`src/rtl/mcca_pkg.sv`:
```
// Shared types and defaults for the Manchester carry-chain adder issue stage.
package mcca_pkg;

    typedef enum logic [1:0] {
        IDLE,
        PRECH,
        EVAL,
        HOLD
    } state_t;

    localparam logic PH_PRECH = 1'b0;
    localparam logic PH_EVAL  = 1'b1;

    localparam int DEF_WIDTH       = 16;
    localparam int DEF_PRE_CYCLES  = 1;
    localparam int DEF_EVAL_CYCLES = 2;

    // The counter only ever holds window-1, so clog2 of the longer window is
    // enough; keep at least one bit so a 1-cycle window still synthesizes.
    function automatic int cnt_width(input int pre, input int eval);
        int m;
        m = (pre > eval) ? pre : eval;
        return (m > 1) ? $clog2(m) : 1;
    endfunction

endpackage

```
`src/rtl/mcca_phase_cnt.sv`:
```
// Loadable down-counter with zero flag, timing both precharge and evaluate windows.
module mcca_phase_cnt #(
    parameter int CW = 1
) (
    input  logic          clk,
    input  logic          rst_n,
    input  logic          load,
    input  logic [CW-1:0] load_val,
    input  logic          dec,
    output logic          zero
);

    logic [CW-1:0] count;

    always_ff @(posedge clk or negedge rst_n) begin
        if (!rst_n) begin
            count <= '0;
        end else if (load) begin
            count <= load_val;
        end else if (dec && (count != '0)) begin
            count <= count - 1'b1;
        end
    end

    assign zero = (count == '0);

endmodule

```
`src/rtl/mcca_issue_ctrl.sv`:
```
// Operand issue, phase sequencing and result capture around the dynamic
// Manchester carry-chain adder, with a behavioural self-check of each result.
module mcca_issue_ctrl
    import mcca_pkg::*;
#(
    parameter int WIDTH       = DEF_WIDTH,
    parameter int PRE_CYCLES  = DEF_PRE_CYCLES,
    parameter int EVAL_CYCLES = DEF_EVAL_CYCLES
) (
    input  logic             clk,
    input  logic             rst_n,
    input  logic             in_valid,
    output logic             in_ready,
    input  logic [WIDTH-1:0] in_a,
    input  logic [WIDTH-1:0] in_b,
    input  logic             in_cin,
    output logic [WIDTH-1:0] add_a,
    output logic [WIDTH-1:0] add_b,
    output logic             add_cin,
    output logic             add_phase,
    input  logic [WIDTH-1:0] add_sum,
    input  logic             add_cout,
    output logic             out_valid,
    input  logic             out_ready,
    output logic [WIDTH-1:0] out_sum,
    output logic             out_cout,
    output logic             out_ovf,
    output logic             err
);

    localparam int CW = cnt_width(PRE_CYCLES, EVAL_CYCLES);

    state_t          state;
    logic            accept;
    logic            cnt_load;
    logic [CW-1:0]   cnt_val;
    logic            cnt_dec;
    logic            cnt_zero;
    logic [WIDTH:0]  ref_sum;

    assign accept  = in_valid && in_ready;
    assign ref_sum = {1'b0, add_a} + {1'b0, add_b} + {{WIDTH{1'b0}}, add_cin};

    always_comb begin
        cnt_load = 1'b0;
        cnt_val  = '0;
        cnt_dec  = 1'b0;
        case (state)
            IDLE: begin
                if (accept) begin
                    cnt_load = 1'b1;
                    cnt_val  = CW'(PRE_CYCLES - 1);
                end
            end
            PRECH: begin
                if (cnt_zero) begin
                    cnt_load = 1'b1;
                    cnt_val  = CW'(EVAL_CYCLES - 1);
                end else begin
                    cnt_dec = 1'b1;
                end
            end
            EVAL: begin
                cnt_dec = !cnt_zero;
            end
            default: ;
        endcase
    end

    mcca_phase_cnt #(.CW(CW)) u_phase_cnt (
        .clk      (clk),
        .rst_n    (rst_n),
        .load     (cnt_load),
        .load_val (cnt_val),
        .dec      (cnt_dec),
        .zero     (cnt_zero)
    );

    // Operands stay frozen from accept until the next accept, so the chain
    // sees stable inputs across precharge and the whole evaluate window.
    always_ff @(posedge clk or negedge rst_n) begin
        if (!rst_n) begin
            state     <= IDLE;
            in_ready  <= 1'b0;
            add_a     <= '0;
            add_b     <= '0;
            add_cin   <= 1'b0;
            add_phase <= PH_PRECH;
            out_valid <= 1'b0;
            out_sum   <= '0;
            out_cout  <= 1'b0;
            out_ovf   <= 1'b0;
            err       <= 1'b0;
        end else begin
            case (state)
                IDLE: begin
                    if (accept) begin
                        add_a     <= in_a;
                        add_b     <= in_b;
                        add_cin   <= in_cin;
                        in_ready  <= 1'b0;
                        add_phase <= PH_PRECH;
                        state     <= PRECH;
                    end else begin
                        in_ready <= 1'b1;
                    end
                end
                PRECH: begin
                    if (cnt_zero) begin
                        add_phase <= PH_EVAL;
                        state     <= EVAL;
                    end
                end
                EVAL: begin
                    if (cnt_zero) begin
                        out_sum   <= add_sum;
                        out_cout  <= add_cout;
                        out_ovf   <= (add_a[WIDTH-1] == add_b[WIDTH-1]) &&
                                     (add_sum[WIDTH-1] != add_a[WIDTH-1]);
                        out_valid <= 1'b1;
                        add_phase <= PH_PRECH;
                        if (ref_sum != {add_cout, add_sum}) begin
                            err <= 1'b1;
                        end
                        state <= HOLD;
                    end
                end
                HOLD: begin
                    if (out_valid && out_ready) begin
                        out_valid <= 1'b0;
                        in_ready  <= 1'b1;
                        state     <= IDLE;
                    end
                end
                default: state <= IDLE;
            endcase
        end
    end

endmodule

```
`config.mk`:
```
export PLATFORM = sky130hd
export DESIGN_NAME = mcca_issue_ctrl
export DESIGN_NICKNAME = d
export VERILOG_FILES = /design/src/rtl/mcca_pkg.sv /design/src/rtl/mcca_phase_cnt.sv /design/src/rtl/mcca_issue_ctrl.sv
export SDC_FILE = /design/constraint.sdc
export NUM_CORES = 1
export LEC_CHECK = 0
export CAP_MARGIN = 20
export CELL_PAD_IN_SITES_DETAIL_PLACEMENT = 2
export CELL_PAD_IN_SITES_GLOBAL_PLACEMENT = 2
export CORE_MARGIN = 3
export CORE_UTILIZATION = 29
export DETAILED_ROUTE_END_ITERATION = 10
export PLACE_DENSITY = 0.9
export SETUP_SLACK_MARGIN = 0.2
export SYNTH_ARGS = -nofsm -noshare
export SYNTH_HDL_FRONTEND = slang
export SYNTH_HIERARCHICAL = 1
export SYNTH_SLANG_ARGS = --single-unit
```
`constraint.sdc`:
```
create_clock -name clk -period 4.04 [get_ports clk]
set_clock_uncertainty 0.05 [all_clocks]
set_input_delay 0.404 -clock clk [delete_from_list [all_inputs] [get_ports clk]]
set_output_delay 0.404 -clock clk [all_outputs]
set_load 0.01 [all_outputs]
```
After elaboration in Yosys (flattened, before gate mapping)
Cells that the tools add are included.
- latch bits: 0
- ROM bits: 0
- memory bits (writable): 0
- flip-flop bits (word level): 58
- output and inout bits: 55
- memories kept: 0
- shifts and indexed selects: 0
- bitwise logic cells: 1
- reduce and logical (&&, ||, !) cells: 16
- equality and inequality tests: 10
- order comparisons: 0
- mux-type cells: 22
- add/sub/neg operators: 3
- $mul: 0
- divide/modulo/power cells: 0
- operator list (cell ; count):
    $add 16x16->17 ; 1
    $add 17x1->17 ; 1
    $ne 17x17->1 ; 1
    $mux 1 ; 12
    $mux 2 ; 4
    $ne 2x2->1 const B ; 4
    $pmux 1 s2 ; 4
    $pmux 2 s4 ; 1
    $reduce_and 4->1 ; 2
    $reduce_and 2->1 ; 3
    $reduce_and 3->1 ; 2
    $reduce_bool 2->1 ; 3
    $eq 2x2->1 const B ; 2
    $logic_and 1x1->1 ; 4
    $pmux 1 s3 ; 1
    $reduce_bool 3->1 ; 1
    $eq 2x1->1 const B ; 1
    $logic_not 2->1 ; 1
    $eq 1x1->1 ; 1
    $ne 1x1->1 ; 1
    $not 1->1 ; 1
    $sub 1x1->1 const B ; 1

Logic depth before layout (Yosys ltp)
Gate-level depths: netlist (run 1).
- depth in word-level cells: 5
- gate-level depth with buffers: 11
- depth with buffers taken out: 11

By module
The synthesis (run 1) kept the hierarchy.
- modules (own cells, without submodules) (module ; times used ; cells an instance ; seq. area each (sq um) ; area an instance (sq um)):
    mcca_issue_ctrl ; 1 ; 312 ; 1426.4 ; 3365.7
    mcca_phase_cnt ; 1 ; 4 ; 25.0 ; 45.0

Worst setup path after synthesis (run 1)
OpenSTA, ideal clock, no wires.
- kind: register to register
- start: register add_a[0]
- end: register err
- slack: 0.856 ns
- cell stages (with the launch flop): 12
- required time: 3.859 ns
- arrival time: 3.003 ns
- path through: dfrtp_1 > inv_1 > fa_1 > inv_1 > fa_1 > xor2_1 > or3_1 > nor4_2 > nand3_1 > or4_1 > nor4_1 > a21oi_1
- cells in the longest elaborated chain, start to end: 4
- ends and longest elaborated chain (element ; line ; RTL):
    start, declared ; mcca_issue_ctrl.sv:17 ; output logic [WIDTH-1:0] add_a,
    start signal, assigned ; mcca_issue_ctrl.sv:98 ; add_a <= in_a;
    $add 16x16->17 ; mcca_issue_ctrl.sv:42 ; assign ref_sum = {1'b0, add_a} + {1'b0, add_b} + {{WIDTH{1'b0}}, add_cin};
    $add 17x1->17 ; mcca_issue_ctrl.sv:42 ;
    $ne 17x17->1 ; mcca_issue_ctrl.sv:122 ; if (ref_sum != {add_cout, add_sum}) begin
    $reduce_and 3->1 (no line) ; n/a ;
    end signal, assigned ; mcca_issue_ctrl.sv:93 ; err <= 1'b0;
    end signal, assigned ; mcca_issue_ctrl.sv:123 ; err <= 1'b1;
    end, declared ; mcca_issue_ctrl.sv:28 ; output logic err
No other way between the ends.
A chain may end at the register's enable or synchronous reset.

Final worst setup path (run 1)
Ends and elaborated chain as after synthesis.

==> out/metrics.cfg, run 1 <==
[logic_synthesis]
ys_types=46
synthArstFlopShare_pct=100
ys_seq_area_share_pct=42.6
ys_seq_elements=58
avgSynthCellArea_sq_um=10.8
synthesis.area_sq_um=3410
synthFlopType=dfrtp_1
synth_warnings=6
syn-num-nets=392
syn_inst=316
synth_edf_count=0

[floorplanning]
fp-row-count=38
die_w_um=114
die_y_um=114
pin_count=109
dieArea_sq_um=13100
core_region_area_sq_um=11200
start_util_pct=30.5

[sta]
finalCriticalPeriod_ps=3440
finalSetupTns_ps=0
hold_violations=0
fmaxAchievable_mhz=291
setup_violations=0
relSlewSlack_pct=38.0
rsz0062_at_grt=no
slew_violations=0
worst_pin_slew_ps=928
fin_crit_sh_pct=85.2

[routing]
dr.pass1.iters=4
drt_iter0_drc=117
remaining_drc_errors=0
ant_nets=0
routedWlPerCell_um=19.2
vias_per_cell=5.12
totalWireLength_um=11000
vias=2940

[finish]
drive_gt1_share_pct=17.1
final_cell_mix=107 x clkdlybuf4s50_1, 58 x dfrtp_1, 50 x mux2_2, 26 x o21ai_0, 20 x ha_1
final_common_cell=clkdlybuf4s50_1
fillers=1158
syn2layout_area_growth_pct=45.6
final-instance-count-excl-fill=574
diodes=0
nets=506

[global_route]
grt_start_max_net_pins=59
antenna_found_initial=0
grt_pass1_vias=3349
grt_pass1_wl_um=18100
grt_usage_pct=17.5
gr-total-overflow=0

[place]
gp_congestion=0.795
dp.cells=558
dpl.hpwl_um=8400
port_buffers=108

[hold_path]
hp-class=primary input to asynchronous set/reset pin

[power]
peakVddDrop_mv=0.334
p_leak_nw=2.08
p_per_area_nw_per_um2=1000

[critical_path]
worstSetupEndpointType=flip-flop
critPathMaxFanout=3
critical_path_class=flip-flop to flip-flop
cp-start-kind=flip-flop
cp.arrival_ps=3590
crit_required_ps=4190

[run]
max-cap-violations=0

[clock_tree]
clock-sinks=58
h-tree-depth=3
cts_root_buf=clkbuf_16
holdBufCountCts=0
cts_resized=0
cts.clk_slew.worst_paths_ps=50
cts_buffers=9
post_cts_buffers=0
cts_tree=built
clock_latency_ps=330
cts_buffer_depth=2

[run_status]
run_status=complete, no violations

[registers in the layout, summed over array words and instances, names as in the netlist]
name / count
add_a: 16
add_b: 16
out_sum: 16
state: 2
add_cin: 1
add_phase: 1
err: 1
in_ready: 1
out_cout: 1
out_ovf: 1
out_valid: 1
u_phase_cnt/count: 1
[synth_stat cells (2+ instances only)]
cell type	n	area share [%]
clkbuf_1	7	0.77
nor3_1	3	0.44
fa_1	2	1.2
a21o_1	9	2.0
inv_1	11	1.2
a31oi_1	3	0.55
nor2_1	15	1.7
nand2b_1	5	0.92
or3_1	3	0.55
xnor2_1	14	3.6
nand3_1	6	0.88
ha_1	20	7.3
dfrtp_1	58	43
xor2_1	8	2.1
or4_1	2	0.44
o21a_1	2	0.44
a211oi_1	2	0.44
nand4_1	2	0.37
mux2_2	50	17
and2_1	3	0.55
nor2b_1	5	0.92
nand2_1	16	1.8
o21ai_0	26	3.8
a21oi_1	17	2.5
nor4_1	2	0.37
o21ai_1	2	0.29
o211ai_1	4	0.88
[layer usage]
layer	part of all wire [%]	global-route usage, %	vias up
met4	0.88	4.51	0
met2	52	31.2	70
li1	-	-	1374
met3	3.9	3.65	8
met5	0	0	-
met1	43	21.5	1488
[stage by stage]
step / hold WS, ps / cell area [sq um] / power [mW] / utilization [%] / setup slack, ps
5_1_grt: 242 / 4970 / 5.40 / 44.4 / 353
4_1_cts: 211 / 4940 / 5.02 / 44.2 / 577
3_5_place_dp: 450 / 4650 / 4.23 / 41.6 / 646
6_report: 174 / 4970 / 4.96 / 44.4 / 600
3_3_place_gp: 429 / 4650 / 4.09 / 41.6 / 803
2_1_floorplan: 58.4 / 3410 / 3.01 / - / 856
[critical path, cell delays in order (launching register included)]
cell	delay [ps]
dfrtp_1	380
inv_1	80
fa_1	450
inv_1	90
fa_1	420
xor2_1	180
or3_1	370
nor4_2	280
nand3_1	110
or4_1	500
nor4_1	300
a21oi_1	100
[area by class of cell]
cell class,count,area (sq um),share of cell area (%)
clock inverter,2,10.0,0.202
tap,140,175,3.53
inverter,12,45.0,0.907
sequential,58,1450,29.2
clock buffer,13,280,5.64
multi-input combinational,239,1890,38.1
timing repair buffer,110,1110,22.4
[worst paths after layout]
| check | startpoint | end | slack [ps] | cells after the start |
|---|---|---|---|---|
| worst max-delay path | add_a[0] | err | 600 | 11 |
| worst min-delay path | rst_n | in_ready | 170 | 2 |
| worst max register to register | add_a[0] | err | 600 | 11 |
| worst min register to register | out_sum[14] | out_sum[14] | 450 | 2 |
| max in group asynchronous | rst_n | add_a[7] | 3260 | 2 |
| min in group clk | out_sum[14] | out_sum[14] | 450 | 2 |
[power breakdown]
group / switching (mW) / internal [mW] / leakage [nW]
clock: 0.261 / 0.476 / 0.147
sequential: 0.241 / 0.878 / 0.682
combinational: 1.56 / 1.55 / 1.25
[logic make-up (layout without fill, tap and decap cells)]
kind of cell | Yosys count | in the layout | synth area share [%]
DFF | 58 | 58 | 42.6
muxes | 51 | 51 | 16.8
and+or+nand+nor | 67 | 67 | 10.1
xor gates and xnor gates | 22 | 22 | 5.65
AOI/OAI and AO/OA | 77 | 77 | 14.3
buffers and inverters | 19 | 137 | 2.09
adders and majority gates | 22 | 22 | 8.51
No activity file was read; power rests on OpenSTA's default activity.
==> run 2: changes to the inputs <==
CTS_BUF_LIST = sky130_fd_sc_hd__clkbuf_16   (was not set)
==> run 2 against run 1 <==
Total power fell by 1.6%. Clock power shrank 11%. Sequential share of layout area is 0.24 points higher. Design area shrank 0.81%. Sequential power hardly changed. Via count is 0.17% higher. Register-to-register slack barely moved. Flip-flop and latch count stayed put. Global-route usage barely moved. Utilization shrank 0.36 points. Non-clock buffer count stayed put. Maximum frequency up 0.34%.
==> out/metrics.cfg, run 2 (synthesized netlist as in run 1, its figures left out) <==
[floorplanning]
fp-row-count=38
pin_count=109
start_util_pct=30.5
die_w_um=114
dieArea_sq_um=13100
die_y_um=114
core_region_area_sq_um=11200

[sta]
finalCriticalPeriod_ps=3430
finalSetupTns_ps=0
hold_violations=0
setup_violations=0
slew_violations=0
fin_crit_sh_pct=84.9
worst_pin_slew_ps=927
rsz0062_at_grt=no
fmaxAchievable_mhz=292
relSlewSlack_pct=38.1

[global_route]
antenna_found_initial=0
grt_pass1_vias=3333
grt_pass1_wl_um=17900
grt_start_max_net_pins=59
grt_usage_pct=17.5
gr-total-overflow=0

[routing]
remaining_drc_errors=0
ant_nets=0
drt_iter0_drc=107
routedWlPerCell_um=19.2
vias=2945
totalWireLength_um=11000
dr.pass1.iters=4
vias_per_cell=5.13

[clock_tree]
cts_buffer_depth=2
holdBufCountCts=0
cts_buffers=9
cts_root_buf=clkbuf_16
cts.clk_slew.worst_paths_ps=50
clock-sinks=58
h-tree-depth=3
clock_latency_ps=330
cts_tree=built
post_cts_buffers=0
cts_resized=0

[power]
peakVddDrop_mv=0.318
p_per_area_nw_per_um2=992
comb_power_share_pct=63.6
switching_share_pct=42.1
clkPwrFrac_pct=13.5
power_mw=4.89
power_frac_seq_pct=22.9
internal_power_mw=2.83
switchingPower_mw=2.06
p_leak_nw=2.05

[place]
post_dp_cell_area_sq_um=4650
dpl.hpwl_um=8400
port_buffers=108
gp_congestion=0.795

[finish]
nets=506
fillers=1160
final_cell_mix=107 x clkdlybuf4s50_1, 58 x dfrtp_1, 50 x mux2_2, 26 x o21ai_0, 20 x ha_1
final_area_sq_um=4930
reg_top3=add_a x16, add_b x16, out_sum x16
drive_gt1_share_pct=16.1
final_common_cell=clkdlybuf4s50_1
diodes=0
syn2layout_area_growth_pct=44.4

[critical_path]
critical_path_class=flip-flop to flip-flop
crit_required_ps=4190
cp-start-kind=flip-flop
cp.arrival_ps=3580
reg2reg_from=add_a[0]
worstSetupEndpointType=flip-flop
crit_start=add_a[0]
critPathMaxFanout=3

[run_status]
run_status=complete, no violations

[hold_path]
hp-class=primary input to asynchronous set/reset pin

[run]
max-cap-violations=0

[run 2: layer usage]
layer  track usage, %  part of all wire (%)  up-vias  routed length, um
li1                 -                     -     1374                  -
met3             3.81                   4.1        9                451
met4             4.51                   1.0        0                113
met1             21.6                    43     1488               4680
met2             31.0                    52       74               5740
met5                0                     0        -                  0
[run 2: final timing paths]
kind | end | slack, ps | depth (start not counted)
max | err | 610 | 11
min | in_ready | 180 | 2
max reg2reg | err | 610 | 11
min reg2reg | out_sum[14] | 450 | 2
max in group asynchronous | add_a[12] | 3250 | 2
min in group clk | out_sum[14] | 450 | 2
[run 2: power by group through the flow]
stage | sequential [mW] | combinational (mW) | clock (mW)
final | 1.12 | 3.11 | 0.657
after global routing | 1.17 | 3.45 | 0.709
after CTS | 1.13 | 3.14 | 0.676
after detailed placement | 1.13 | 3.10 | 0
after global placement | 1.10 | 2.99 | 0
after floorplan | 1.20 | 1.81 | 0
[run 2: worst max-delay path: stages, from the launching register on]
cell,delay [ps]
dfrtp_1,380
inv_1,80
fa_1,450
inv_1,90
fa_1,420
xor2_1,180
or3_1,380
nor4_2,250
nand3_1,110
or4_1,500
nor4_1,310
a21oi_1,100
[run 2: through the flow]
step                setup WS, ps  util (%)  hold WS (ps)  std cells
CTS                          618      43.8           207        573
finish                       611      44.1           176        574
detailed placement           646      41.6           450        558
global route                 388      44.1           238        574
floorplan                    856         -          58.4        316
global placement             803      41.6           429        558
[run 2: layout make-up]
class	count	area [sq um]	area share, %
timing repair buffer	110	1110	22.6
clock inverter	6	25.0	0.508
clock buffer	9	225	4.57
inverter	12	45.0	0.914
multi-input combinational	239	1890	38.4
sequential	58	1450	29.5
tap	140	175	3.56
==> run 3: changes to the inputs <==
clock period = 3.2 ns   (was 4.04 ns; I/O delays follow)
==> run 3 against run 2 <==
Global-route usage barely moved. First-iteration DRC count decreased by 13%. Sequential power up 27%. Critical path type unchanged. Highest routed layer unchanged.
==> out/metrics.cfg, run 3 (synthesized netlist as in run 1, its figures left out) <==
[clock_tree]
cts_buffer_depth=2
cts_buffers=9
cts.clk_slew.worst_paths_ps=50
h-tree-depth=3
clock_latency_ps=320
cts_tree=built
cts_root_buf=clkbuf_16
clock-sinks=58

[routing]
ant_nets=0
remaining_drc_errors=0
dr.pass1.iters=4
routedWlPerCell_um=19.1
vias_per_cell=5.17
totalWireLength_um=11100
vias=2986
drt_iter0_drc=93

[place]
dpl.hpwl_um=8320
dp.cells=558
port_buffers=108
gp_congestion=0.873
post_dp_cell_area_sq_um=4650

[floorplanning]
dieArea_sq_um=13100
fp-row-count=38
core_region_area_sq_um=11200
pin_count=109
die_w_um=114
start_util_pct=30.5
die_y_um=114

[sta]
slew_violations=0
worst_pin_slew_ps=977
rsz0062_at_grt=yes
finalCriticalPeriod_ps=3040
fmaxAchievable_mhz=329
finalSetupTns_ps=0
relSlewSlack_pct=34.7
hold_violations=0
fin_crit_sh_pct=95.1
setup_violations=0

[finish]
diodes=0
drive_gt1_share_pct=18.7
final_common_cell=clkdlybuf4s50_1
nets=509
final-instance-count-excl-fill=578
final_cell_mix=107 x clkdlybuf4s50_1, 58 x dfrtp_1, 50 x mux2_2, 26 x o21ai_0, 20 x ha_1
reg_top3=add_a x16, add_b x16, out_sum x16
final_area_sq_um=5000
syn2layout_area_growth_pct=46.6

[global_route]
grt_pass1_vias=3365
grt_start_max_net_pins=47
grt_pass1_wl_um=18200
antenna_found_initial=0
gr-total-overflow=0
grt_usage_pct=17.6

[power]
p_per_area_nw_per_um2=1270
peakVddDrop_mv=0.423
p_leak_nw=2.08

[critical_path]
critPathSlowestCell=or4_4
critical-path-top-delay-family=simple AND/OR/NAND/NOR gates
crit_chain=inv_2 -> fa_2 -> inv_2 -> fa_1 -> xor2_1 -> or3_1 -> nor4_2 -> nand3_1 -> or4_4 -> nor4_4 -> a21oi_1
critical_path.max_stage_delay_ps=500
critical_path_class=flip-flop to flip-flop
cp-start-kind=flip-flop
critPathMaxFanout=3
cp.arrival_ps=3190
worstSetupEndpointType=flip-flop
crit_top_cell=inv_2
crit_buf_inv=2
crit_required_ps=3350

[run_status]
run_status=complete, no violations

[hold_path]
hp-class=primary input to asynchronous set/reset pin

[run]
max-cap-violations=0

run 3: cell count changes in the layout (fill, tap and decap cells not counted), moves of 2 or more:
| cell | change |
|---|---|
| clkinv_1 | -4 |
| inv_2 | +3 |
| buf_4 | +2 |
| inv_1 | -2 |
| clkinv_2 | +2 |
run 3: path summary, 6_finish.rpt:
check                            startpoint     endpoint  slack (ps)  cells past startpoint
worst max-delay path               add_a[0]          err         160                     11
worst min-delay path                  rst_n    add_a[11]         430                      2
worst max register to register     add_a[0]          err         160                     11
worst min register to register  out_sum[14]  out_sum[14]         450                      2
max in group asynchronous             rst_n   out_sum[1]        1900                      4
min in group clk                out_sum[14]  out_sum[14]         450                      2
run 3: through the flow:
step / setup WS (ps) / hold slack (ps) / total power [mW] / util [%]
floorplan: 212 / -25.6 / 3.81 / -
global placement: 198 / 425 / 5.17 / 41.6
detailed placement: 86.9 / 439 / 5.36 / 41.6
CTS: 161 / 180 / 6.41 / 44.3
global route: -29.7 / 468 / 6.91 / 44.8
finish: 158 / 432 / 6.38 / 44.8
run 3: layout make-up:
| cell class | instances | area [sq um] |
|---|---|---|
| fill | 1182 | 6170 |
| clock inverter | 7 | 61.3 |
| timing repair buffer | 113 | 1130 |
| clock buffer | 9 | 225 |
| inverter | 12 | 45.0 |
| tap | 140 | 175 |
| multi-input combinational | 239 | 1910 |
| sequential | 58 | 1450 |
run 3: worst register-to-register path, delay by kind of cell, from the launching register on:
kind | cells | cell delay [ps]
flip-flops | 1 | 380
AO/OA/AOI/OAI | 1 | 90
adder cells (fa/ha/maj) | 2 | 810
buffers and inverters | 2 | 110
AND/OR/NAND/NOR | 5 | 1330
XOR/XNOR | 1 | 150
run 3: routing by layer:
layer  vias to the layer above  track usage [%]  wire [um]
met1                      1510             21.3       4640
met5                         -                0          0
met2                        85             31.8       5740
li1                       1379                -          -
met3                        12             3.91        548
met4                         0             3.72        126
run 3: power by group:
part	internal [mW]	switching, mW	total, mW
Clock	0.593	0.334	0.926
Sequential	1.11	0.308	1.42
Combinational	1.97	2.06	4.03
run 3: timing repair:
action | CTS | global route
pin swaps | 4 | 0
setup buffers | 2 | 0
hold endpoints to repair | 0 | 17
gates resized for setup | 0 | 3
hold buffers | 0 | 1
endpoints found under the setup margin | 1 | 1
